[src/rtl/ball_physics.sv]
// ball_physics: owns the Pong ball position, direction and speed.
// Runs an IDLE/SERVE/PLAY state machine, bounces the ball off the top and
// bottom walls and both paddles, detects misses and emits score/hit pulses.
// Ball speed ramps by one step every HITS_PER_STEP paddle returns.
// All motion advances only on timing_tick.
//
// Ports:
//   clk           system clock
//   rst           synchronous active-high reset
//   timing_tick   one-cycle frame strobe
//   still_graphic menu/pause screen active; ball parked at centre
//   y_pad_left    left paddle top y
//   y_pad_right   right paddle top y
//   x_ball        ball left x
//   y_ball        ball top y
//   point_left    one-cycle pulse: left player scored
//   point_right   one-cycle pulse: right player scored
//   hit           one-cycle pulse: ball returned by either paddle
//   serving       high while in SERVE
//   speed         current velocity magnitude (pixels per tick per axis)
module ball_physics #(
    parameter int HOR_PIXELS    = 1024,
    parameter int VER_PIXELS    = 768,
    parameter int BALL_SIZE     = 15,
    parameter int PAD_HEIGHT    = 145,
    parameter int PAD_WIDTH     = 15,
    parameter int X_PAD_L       = 30,
    parameter int X_PAD_R       = 979,
    parameter int V_INIT        = 2,
    parameter int V_MAX         = 6,
    parameter int HITS_PER_STEP = 4,
    parameter int SERVE_DELAY   = 60
) (
    input  logic        clk,
    input  logic        rst,
    input  logic        timing_tick,
    input  logic        still_graphic,
    input  logic [9:0]  y_pad_left,
    input  logic [9:0]  y_pad_right,
    output logic [10:0] x_ball,
    output logic [9:0]  y_ball,
    output logic        point_left,
    output logic        point_right,
    output logic        hit,
    output logic        serving,
    output logic [2:0]  speed
);

    localparam int CNT_W = $clog2(SERVE_DELAY + 1) + 1;
    localparam int HIT_W = $clog2(HITS_PER_STEP + 1) + 1;

    // 12-bit geometry constants; all position math stays in 12 bits so
    // sums such as y + BALL_SIZE + v cannot wrap.
    localparam logic [11:0] XC_C     = 12'((HOR_PIXELS - BALL_SIZE) / 2);
    localparam logic [11:0] YC_C     = 12'((VER_PIXELS - BALL_SIZE) / 2);
    localparam logic [11:0] HOR_C    = 12'(HOR_PIXELS);
    localparam logic [11:0] VER_C    = 12'(VER_PIXELS);
    localparam logic [11:0] BS_C     = 12'(BALL_SIZE);
    localparam logic [11:0] PH_C     = 12'(PAD_HEIGHT);
    localparam logic [11:0] PW_C     = 12'(PAD_WIDTH);
    localparam logic [11:0] XPL_C    = 12'(X_PAD_L);
    localparam logic [11:0] XPR_C    = 12'(X_PAD_R);
    localparam logic [2:0]  VINIT_C  = 3'(V_INIT);
    localparam logic [2:0]  VMAX_C   = 3'(V_MAX);
    localparam logic [CNT_W-1:0] SD_C     = CNT_W'(SERVE_DELAY);
    localparam logic [CNT_W-1:0] CNT_ZERO = CNT_W'(0);
    localparam logic [CNT_W-1:0] CNT_ONE  = CNT_W'(1);
    localparam logic [HIT_W-1:0] HPS_C    = HIT_W'(HITS_PER_STEP);
    localparam logic [HIT_W-1:0] HIT_ZERO = HIT_W'(0);
    localparam logic [HIT_W-1:0] HIT_ONE  = HIT_W'(1);

    typedef enum logic [1:0] {
        IDLE  = 2'd0,
        SERVE = 2'd1,
        PLAY  = 2'd2
    } state_t;

    state_t           state_r;
    logic [CNT_W-1:0] cnt_r;
    logic [HIT_W-1:0] hit_cnt_r;
    logic             dir_right_r;
    logic             dir_down_r;

    logic [11:0]      v_s;
    logic [11:0]      x_s;
    logic [11:0]      y_s;
    logic [10:0]      x_next_s;
    logic [9:0]       y_next_s;
    logic             dir_right_next_s;
    logic             dir_down_next_s;
    logic             hit_s;
    logic             score_left_s;
    logic             score_right_s;
    logic [HIT_W-1:0] hit_cnt_next_s;
    logic [2:0]       speed_next_s;

    // Ball's vertical extent touches the paddle's vertical extent.
    function automatic logic pad_overlap(input logic [11:0] y, input logic [11:0] p);
        return ((y + BS_C) >= p) && (y <= (p + PH_C));
    endfunction

    // Widen position and speed into the 12-bit arithmetic domain.
    always_comb begin
        v_s = {9'd0, speed};
        x_s = {1'b0, x_ball};
        y_s = {2'b00, y_ball};
    end

    // Vertical motion with top/bottom wall bounce.
    always_comb begin
        y_next_s        = y_ball;
        dir_down_next_s = dir_down_r;
        if (!dir_down_r) begin
            if (y_s <= v_s) begin
                y_next_s        = 10'd0;
                dir_down_next_s = 1'b1;
            end else begin
                y_next_s = 10'(y_s - v_s);
            end
        end else begin
            if ((y_s + BS_C + v_s) >= VER_C) begin
                y_next_s        = 10'(VER_C - BS_C);
                dir_down_next_s = 1'b0;
            end else begin
                y_next_s = 10'(y_s + v_s);
            end
        end
    end

    // Horizontal motion: paddle hit beats miss, miss beats plain travel.
    always_comb begin
        x_next_s         = x_ball;
        dir_right_next_s = dir_right_r;
        hit_s            = 1'b0;
        score_left_s     = 1'b0;
        score_right_s    = 1'b0;
        if (!dir_right_r) begin
            // x - v <= pad edge is rewritten as x <= pad edge + v to avoid underflow
            if ((x_s >= XPL_C) && (x_s <= (XPL_C + PW_C + v_s)) &&
                pad_overlap(y_s, {2'b00, y_pad_left})) begin
                x_next_s         = 11'(XPL_C + PW_C);
                dir_right_next_s = 1'b1;
                hit_s            = 1'b1;
            end else if (x_s <= v_s) begin
                score_right_s = 1'b1;
            end else begin
                x_next_s = 11'(x_s - v_s);
            end
        end else begin
            if (((x_s + BS_C) <= (XPR_C + PW_C)) && ((x_s + BS_C + v_s) >= XPR_C) &&
                pad_overlap(y_s, {2'b00, y_pad_right})) begin
                x_next_s         = 11'(XPR_C - BS_C);
                dir_right_next_s = 1'b0;
                hit_s            = 1'b1;
            end else if ((x_s + BS_C + v_s) >= HOR_C) begin
                score_left_s = 1'b1;
            end else begin
                x_next_s = 11'(x_s + v_s);
            end
        end
    end

    // Rally speed ramp: every HITS_PER_STEP returns add one, capped at V_MAX.
    always_comb begin
        hit_cnt_next_s = hit_cnt_r;
        speed_next_s   = speed;
        if (hit_s) begin
            if ((hit_cnt_r + HIT_ONE) == HPS_C) begin
                hit_cnt_next_s = HIT_ZERO;
                if (speed < VMAX_C) begin
                    speed_next_s = speed + 3'd1;
                end else begin
                    speed_next_s = VMAX_C;
                end
            end else begin
                hit_cnt_next_s = hit_cnt_r + HIT_ONE;
            end
        end else begin
            hit_cnt_next_s = hit_cnt_r;
        end
    end

    // Serve/play state machine and all registered outputs.
    always_ff @(posedge clk) begin
        if (rst) begin
            state_r     <= SERVE;
            cnt_r       <= SD_C;
            x_ball      <= 11'(XC_C);
            y_ball      <= 10'(YC_C);
            dir_right_r <= 1'b0;
            dir_down_r  <= 1'b0;
            speed       <= VINIT_C;
            hit_cnt_r   <= HIT_ZERO;
            point_left  <= 1'b0;
            point_right <= 1'b0;
            hit         <= 1'b0;
            serving     <= 1'b1;
        end else if (still_graphic) begin
            state_r     <= IDLE;
            cnt_r       <= SD_C;
            x_ball      <= 11'(XC_C);
            y_ball      <= 10'(YC_C);
            dir_right_r <= 1'b0;
            dir_down_r  <= 1'b0;
            speed       <= VINIT_C;
            hit_cnt_r   <= HIT_ZERO;
            point_left  <= 1'b0;
            point_right <= 1'b0;
            hit         <= 1'b0;
            serving     <= 1'b0;
        end else begin
            point_left  <= 1'b0;
            point_right <= 1'b0;
            hit         <= 1'b0;
            case (state_r)
                IDLE: begin
                    state_r <= SERVE;
                    cnt_r   <= SD_C;
                    serving <= 1'b1;
                end
                SERVE: begin
                    if (timing_tick) begin
                        if (cnt_r == CNT_ZERO) begin
                            state_r <= PLAY;
                            serving <= 1'b0;
                        end else begin
                            cnt_r <= cnt_r - CNT_ONE;
                        end
                    end
                end
                PLAY: begin
                    if (timing_tick) begin
                        if (score_left_s || score_right_s) begin
                            // re-serve toward the player who just conceded
                            state_r     <= SERVE;
                            cnt_r       <= SD_C;
                            serving     <= 1'b1;
                            x_ball      <= 11'(XC_C);
                            y_ball      <= 10'(YC_C);
                            dir_right_r <= score_left_s;
                            dir_down_r  <= 1'b0;
                            speed       <= VINIT_C;
                            hit_cnt_r   <= HIT_ZERO;
                            point_left  <= score_left_s;
                            point_right <= score_right_s;
                        end else begin
                            x_ball      <= x_next_s;
                            y_ball      <= y_next_s;
                            dir_right_r <= dir_right_next_s;
                            dir_down_r  <= dir_down_next_s;
                            hit         <= hit_s;
                            hit_cnt_r   <= hit_cnt_next_s;
                            speed       <= speed_next_s;
                        end
                    end
                end
                default: begin
                    state_r <= SERVE;
                    cnt_r   <= SD_C;
                    serving <= 1'b1;
                    x_ball  <= 11'(XC_C);
                    y_ball  <= 10'(YC_C);
                end
            endcase
        end
    end

endmodule

[config.mk]
export PLATFORM = sky130hd
export DESIGN_NAME = ball_physics
export DESIGN_NICKNAME = d
export VERILOG_FILES = /design/src/rtl/ball_physics.sv
export SDC_FILE = /design/constraint.sdc
export NUM_CORES = 1
export LEC_CHECK = 0
export CORE_MARGIN = 2
export CORE_UTILIZATION = 50
export CTS_BUF_LIST = sky130_fd_sc_hd__clkbuf_2
export DETAILED_ROUTE_END_ITERATION = 10
export HOLD_SLACK_MARGIN = 0.1
export PLACE_DENSITY = 0.71
export SLEW_MARGIN = 5
export SYNTH_ARGS = -nofsm -noshare
export SYNTH_HDL_FRONTEND = slang
export SYNTH_SLANG_ARGS = --single-unit
[constraint.sdc]
create_clock -name clk -period 5.23 [get_ports clk]
set_input_delay 0.523 -clock clk [delete_from_list [all_inputs] [get_ports clk]]
set_output_delay 0.523 -clock clk [all_outputs]
set_load 0.03 [all_outputs]
# [Word level (Yosys, flattened, before mapping)]
# Index checks and enable logic that the tools add are counted.
[classes] n_lt_le_gt_ge=13 eq_ne=14 shifts=0 muxes=54 bitwise_logic=4 reduce_logical=23 addsub=14 multipliers=0 div_mod_pow=0
[ops] cell="two-way mux 11 bit" count=7
[ops] cell="two-way mux 10 bit" count=5
[ops] cell="two-way mux 7 bit" count=4
[ops] cell="adder 12 x 3 -> 12 bit" count=2
[ops] cell="greater-or-equal comparator 12 x 10 -> 1 bit (second input constant)" count=2
[ops] cell="adder 10 x 8 -> 11 bit (second input constant)" count=2
[ops] cell="<= comparator 10 x 11 -> 1 bit" count=2
[ops] cell="two-way mux 1 bit" count=22
[ops] cell="one-hot mux 11 bit (2 select lines)" count=1
[ops] cell="one-hot mux 10 bit (2 select lines)" count=1
[ops] cell="AND reduction 4 bit" count=5
[ops] cell="one-hot mux 7 bit (2 select lines)" count=1
[ops] cell="adder 11 x 4 -> 12 bit (second input constant)" count=1
[ops] cell="greater-or-equal comparator 12 x 10 -> 1 bit" count=1
[ops] cell="greater-or-equal comparator 12 x 11 -> 1 bit (second input constant)" count=1
[ops] cell="<= comparator 12 x 10 -> 1 bit (second input constant)" count=1
[ops] cell="two-way mux 3 bit" count=4
[ops] cell="two-way mux 4 bit" count=3
[ops] cell="!= test 3 bit (second input constant)" count=4
[ops] cell="adder 10 x 4 -> 11 bit (second input constant)" count=1
[ops] cell="adder 11 x 3 -> 11 bit" count=1
[ops] cell="greater-or-equal comparator 11 x 10 -> 1 bit" count=1
[ops] cell="greater-or-equal comparator 11 x 5 -> 1 bit (second input constant)" count=1
[ops] cell="<= comparator 11 x 3 -> 1 bit" count=1
[ops] cell="28 further kinds" count=48
[word_totals] in_bits=24 wordCells=135 output_inout_bits=28 romBits=0 memories=0 register_bits=43 latchBits=0 ramBits=0

# [Depth between registers and ports, before layout]
[logic_depth] depth_word=12 mapped_depth=15 mapped_depth_nobuf=15

# [Least setup slack after synthesis]
# OpenSTA, ideal clock, no wires.
[synth_path] path_type="register to register" startpoint="register x_ball[1]" endpoint="register speed[1]" required_ns=5.108 path_stages_with_launch=14 path_slack_ns=1.468 setup_time_ns=0.122 t_arrival_ns=3.641 synth_period_minus_slack_ns=3.762 n_path_buf=0 path_cell_list="dfxtp_1 -> inv_1 -> ha_1 -> inv_1 -> ha_1 -> a21o_1 -> a21oi_1 -> xor2_1 -> a21oi_1 -> nand4_1 -> o21a_1 -> o31a_1 -> or4_1 -> a221o_1"
[synth_between] elab_chain_cells=10 elab_cells_between_ends=26 cone_classes="add/sub: 2; order compare: 6; mux: 10; reduce/logical: 8"
[synth_lines] element="start: declaration" line="40" rtl="output logic [10:0] x_ball,"
[synth_lines] element="start signal: assignment" line="188" rtl="x_ball <= 11'(XC_C);"
[synth_lines] element="start signal: assignment" line="201" rtl="x_ball <= 11'(XC_C);"
[synth_lines] element="start signal: assignment" line="238" rtl="x_ball <= 11'(XC_C);"
[synth_lines] element="adder 11 x 4 -> 12 bit" line="150, 155"
[synth_lines] element="adder 12 x 3 -> 12 bit" line="150, 155"
[synth_lines] element="greater-or-equal comparator 12 x 10 -> 1 bit" line="150" rtl="if (((x_s + BS_C) <= (XPR_C + PW_C)) && ((x_s + BS_C + v_s) >= XPR_C) &&"
[synth_lines] element="logical AND 1 bit (2 in a row)" line="150"
[synth_lines] element="two-way mux 1 bit" line="150"
[synth_lines] element="two-way mux 1 bit" line="137" rtl="if (!dir_right_r) begin"
[synth_lines] element="logical OR 1 bit" line="233" rtl="if (score_left_s || score_right_s) begin"
[synth_lines] element="nonzero test 2 bit (no source line)"
[synth_lines] element="AND reduction 4 bit (no source line)"
[synth_lines] element="end signal: assignment" line="253" rtl="speed <= speed_next_s;"
[synth_lines] element="end: declaration" line="46" rtl="output logic [2:0] speed"
# Several ways; a longest one is shown, not always the timed one.
# A chain may end at the register's enable or synchronous reset.

# [Worst setup path in the final report]
[layout_path] startpoint="register y_ball[0]" endpoint="register speed[1]"
[layout_between] elab_chain_cells=9 elab_cells_between_ends=21 cone_classes="add/sub: 1; order compare: 4; mux: 8; reduce/logical: 8"
[layout_lines] element="start: declaration" line="41" rtl="output logic [9:0] y_ball,"
[layout_lines] element="start signal: assignment" line="189" rtl="y_ball <= 10'(YC_C);"
[layout_lines] element="start signal: assignment" line="202" rtl="y_ball <= 10'(YC_C);"
[layout_lines] element="start signal: assignment" line="239" rtl="y_ball <= 10'(YC_C);"
[layout_lines] element="adder 10 x 4 -> 11 bit" line="99" rtl="return ((y + BS_C) >= p) && (y <= (p + PH_C));"
[layout_lines] element="greater-or-equal comparator 12 x 10 -> 1 bit / greater-or-equal comparator 11 x 10 -> 1 bit (equally long branches)" line="99"
[layout_lines] element="logical AND 1 bit" line="99"
[layout_lines] element="logical AND 1 bit, on equally long branches" line="139, 150"
[layout_lines] element="two-way mux 1 bit, on equally long branches" line="139, 150"
[layout_lines] element="two-way mux 1 bit" line="137"
[layout_lines] element="logical OR 1 bit" line="233"
[layout_lines] element="nonzero test 2 bit (no source line)"
[layout_lines] element="AND reduction 4 bit (no source line)"
# Several ways; a longest one is shown, not always the timed one.

==> metrics.txt <==
DR iter-0 viols 449; Synth Flop Type dfxtp_1; Max Slew Vio Count 0; global-route wire length before repair 25,200 um; Worst Max-Slew Pin Slew 0.920 ns; fmax 231 MHz; YS warnings 0; max_cap viols 0; die width 107 um; worst rel slew slack 37.7%; status finished clean; Mapped Area 5280 sq um; synth unique cells 79; clk_skew 0.0253 ns; Startpoint Class register; CTS tree yes; crit-path max FO 8; most frequent cell after synthesis ha_1; Vias 5,461; root buffer cell clkbuf_2; final period utilization 82.8%; sequential area share after synthesis 15.9%; Routed WL per cell 17.8 um; Hold Path Class reg2reg; I/O pin total 52; Starting Density 51.4%; Post-Syn Nets 792; DP Cell Count 862; VDD IR max 102 uV; vias in the first global route 5,179; Min Clock Period, post-route 4.33 ns; Detail Placement HPWL 11,900 um; RePlAce Congestion 0.957; # nets final 836; post-cts resize count 0; Final Non-Filler Cells 870; number of synthesized register bits 42; CTS Buf Count 5; total grt overflow 0; DRC violations left 0; post-CTS setup repair buffer count 0; Synth area leader ha_1; clk_lat worst skew 0.44 ns; Post-Synthesis Cells 689; clock buffer depth 2; Post-DRT Antenna Nets 0; final setup margin 0.899 ns; Port Buf Inserts 51; largest net degree at the start of global routing 23; ANT cells 0; Post-synth top cells 73 x ha_1, 58 x inv_1, 47 x a21oi_1, 47 x nor2_1, 45 x nand2_1; area growth from synthesis to layout 13.6%; async set or reset register ratio after synthesis 0%; CP endpoint kind register; Max H-tree Level 2; critical path type reg2reg; setup_tns 0 ns; core area 10,300 sq um; Critical Path RT 5.58 ns; DR vias/cell 6.28; Crit path arrival time 4.68 ns; initial antenna violation count 0; final hold vios 0; Clock transition at path regs 0.24 ns; Chip Height 107 um; EDFF count, synth 0; Pleak 2.42 nW; RSZ-0062 raised after global routing false; Tot GR Track Use 27.2%; wirelength, routed 15,400 um; share of the synthesized area in the top cell type 17.3%; CTS Hold Bufs 0; DIE AREA 11,400 sq um; ranking of synthesized cells by area ha_1 17%, dfxtp_1 16%, xnor2_1 5.8%; clk sinks 42; Avg Cell Area, Syn 7.66 sq um; 1st-pass router iterations 5; Fillers 1,017; Placement Rows 37; share of cells above drive strength 1 4.09%; pre-CTS setup slack 0.653 ns; final setup fails 0; Power Density 110 nW/um^2
## path summary, 6_finish.rpt
path | slack, ns | cells after the start | start | to
worst max-delay path | 0.90 | 13 | y_ball[0]$_SDFFE_PP0P_ | speed[1]$_SDFFE_PP1P_
worst min-delay path | 0.54 | 2 | cnt_r[5]$_SDFFE_PP1P_ | cnt_r[5]$_SDFFE_PP1P_
worst max register to register | 0.90 | 13 | y_ball[0]$_SDFFE_PP0P_ | speed[1]$_SDFFE_PP1P_
worst min register to register | 0.54 | 2 | cnt_r[5]$_SDFFE_PP1P_ | cnt_r[5]$_SDFFE_PP1P_
## logic make-up after synthesis
| family | Yosys count | synth area share, % |
|---|---|---|
| buf+inv | 84 | 6.42 |
| fa+ha+maj | 79 | 19.6 |
| compound gates | 202 | 26.1 |
| xor+xnor | 48 | 7.97 |
| mux | 3 | 0.593 |
| flops | 42 | 15.9 |
| simple gates | 231 | 23.4 |
## state kept, by name (all words and copies together), names as in the netlist
signal	cells
y_ball	10
point_right	1
dir_down_r	1
x_ball	11
hit	1
point_left	1
cnt_r	7
speed	3
hit_cnt_r	4
serving	1
dir_right_r	1
state_r	1
## critical path, cell delays in order (launching register included)
cell and delay, ns:
dfxtp_1 0.49, inv_1 0.24, ha_1 0.26, nor3b_1 0.60, nor2_1 0.14, xor2_1 0.20, ha_1 0.32, nand4_1 0.10
o211ai_1 0.20, a311o_1 0.26, o311ai_1 0.29, o31a_1 0.42, or4_1 0.43, a221o_1 0.30
## cell type report
class,instances,area (sq um),share of cell area (%)
clock buffer,5,25.0,0.417
tap,136,170,2.84
multi-input combinational,563,4100,68.3
timing repair buffer,63,601,10.0
inverter,58,218,3.63
clock inverter,3,45.0,0.751
sequential,42,841,14.0
## where the power goes
group	internal, mW	switching, mW	total (mW)
sequential	0.323	0.00201	0.325
clock	0.0801	0.125	0.205
combinational	0.0606	0.0678	0.128
total	0.464	0.195	0.659
## cell usage in the layout, fill, tap and decap left out, drive strengths merged, types with 13 or more instances in the layout
cell / synthesis / final
inv: 58 / 58
xor2: 13 / 13
nor2: 47 / 47
nor3: 20 / 20
xnor2: 35 / 35
a21oi: 47 / 47
clkdlybuf4s50: 0 / 51
nand2: 45 / 45
nand4: 16 / 16
o21a: 13 / 13
nand3: 19 / 19
o21ai: 43 / 43
dfxtp: 42 / 42
a31oi: 13 / 13
ha: 73 / 73
## metal layers
metal | track usage [%] | vias to the layer above | part of all wire [%] | routed length (um)
li1 | - | 2622 | - | -
met1 | 37.4 | 2592 | 46 | 7090
met2 | 45.1 | 219 | 45 | 7000
met3 | 3.16 | 28 | 6.7 | 1040
met5 | 0 | - | 0 | 0
met4 | 7.42 | 0 | 2.0 | 304
## per-stage QoR
step | instance area, sq um | power [mW] | hold WS (ns) | util [%]
after floorplan | 5280 | 0.410 | 0.461 | -
after global placement | 5930 | 0.451 | 0.480 | 57.7
after detailed placement | 5930 | 0.457 | 0.491 | 57.7
after CTS | 6000 | 0.660 | 0.543 | 58.4
after global routing | 6000 | 0.686 | 0.573 | 58.4
final | 6000 | 0.659 | 0.541 | 58.4
Power figures use the tool's default switching activity.
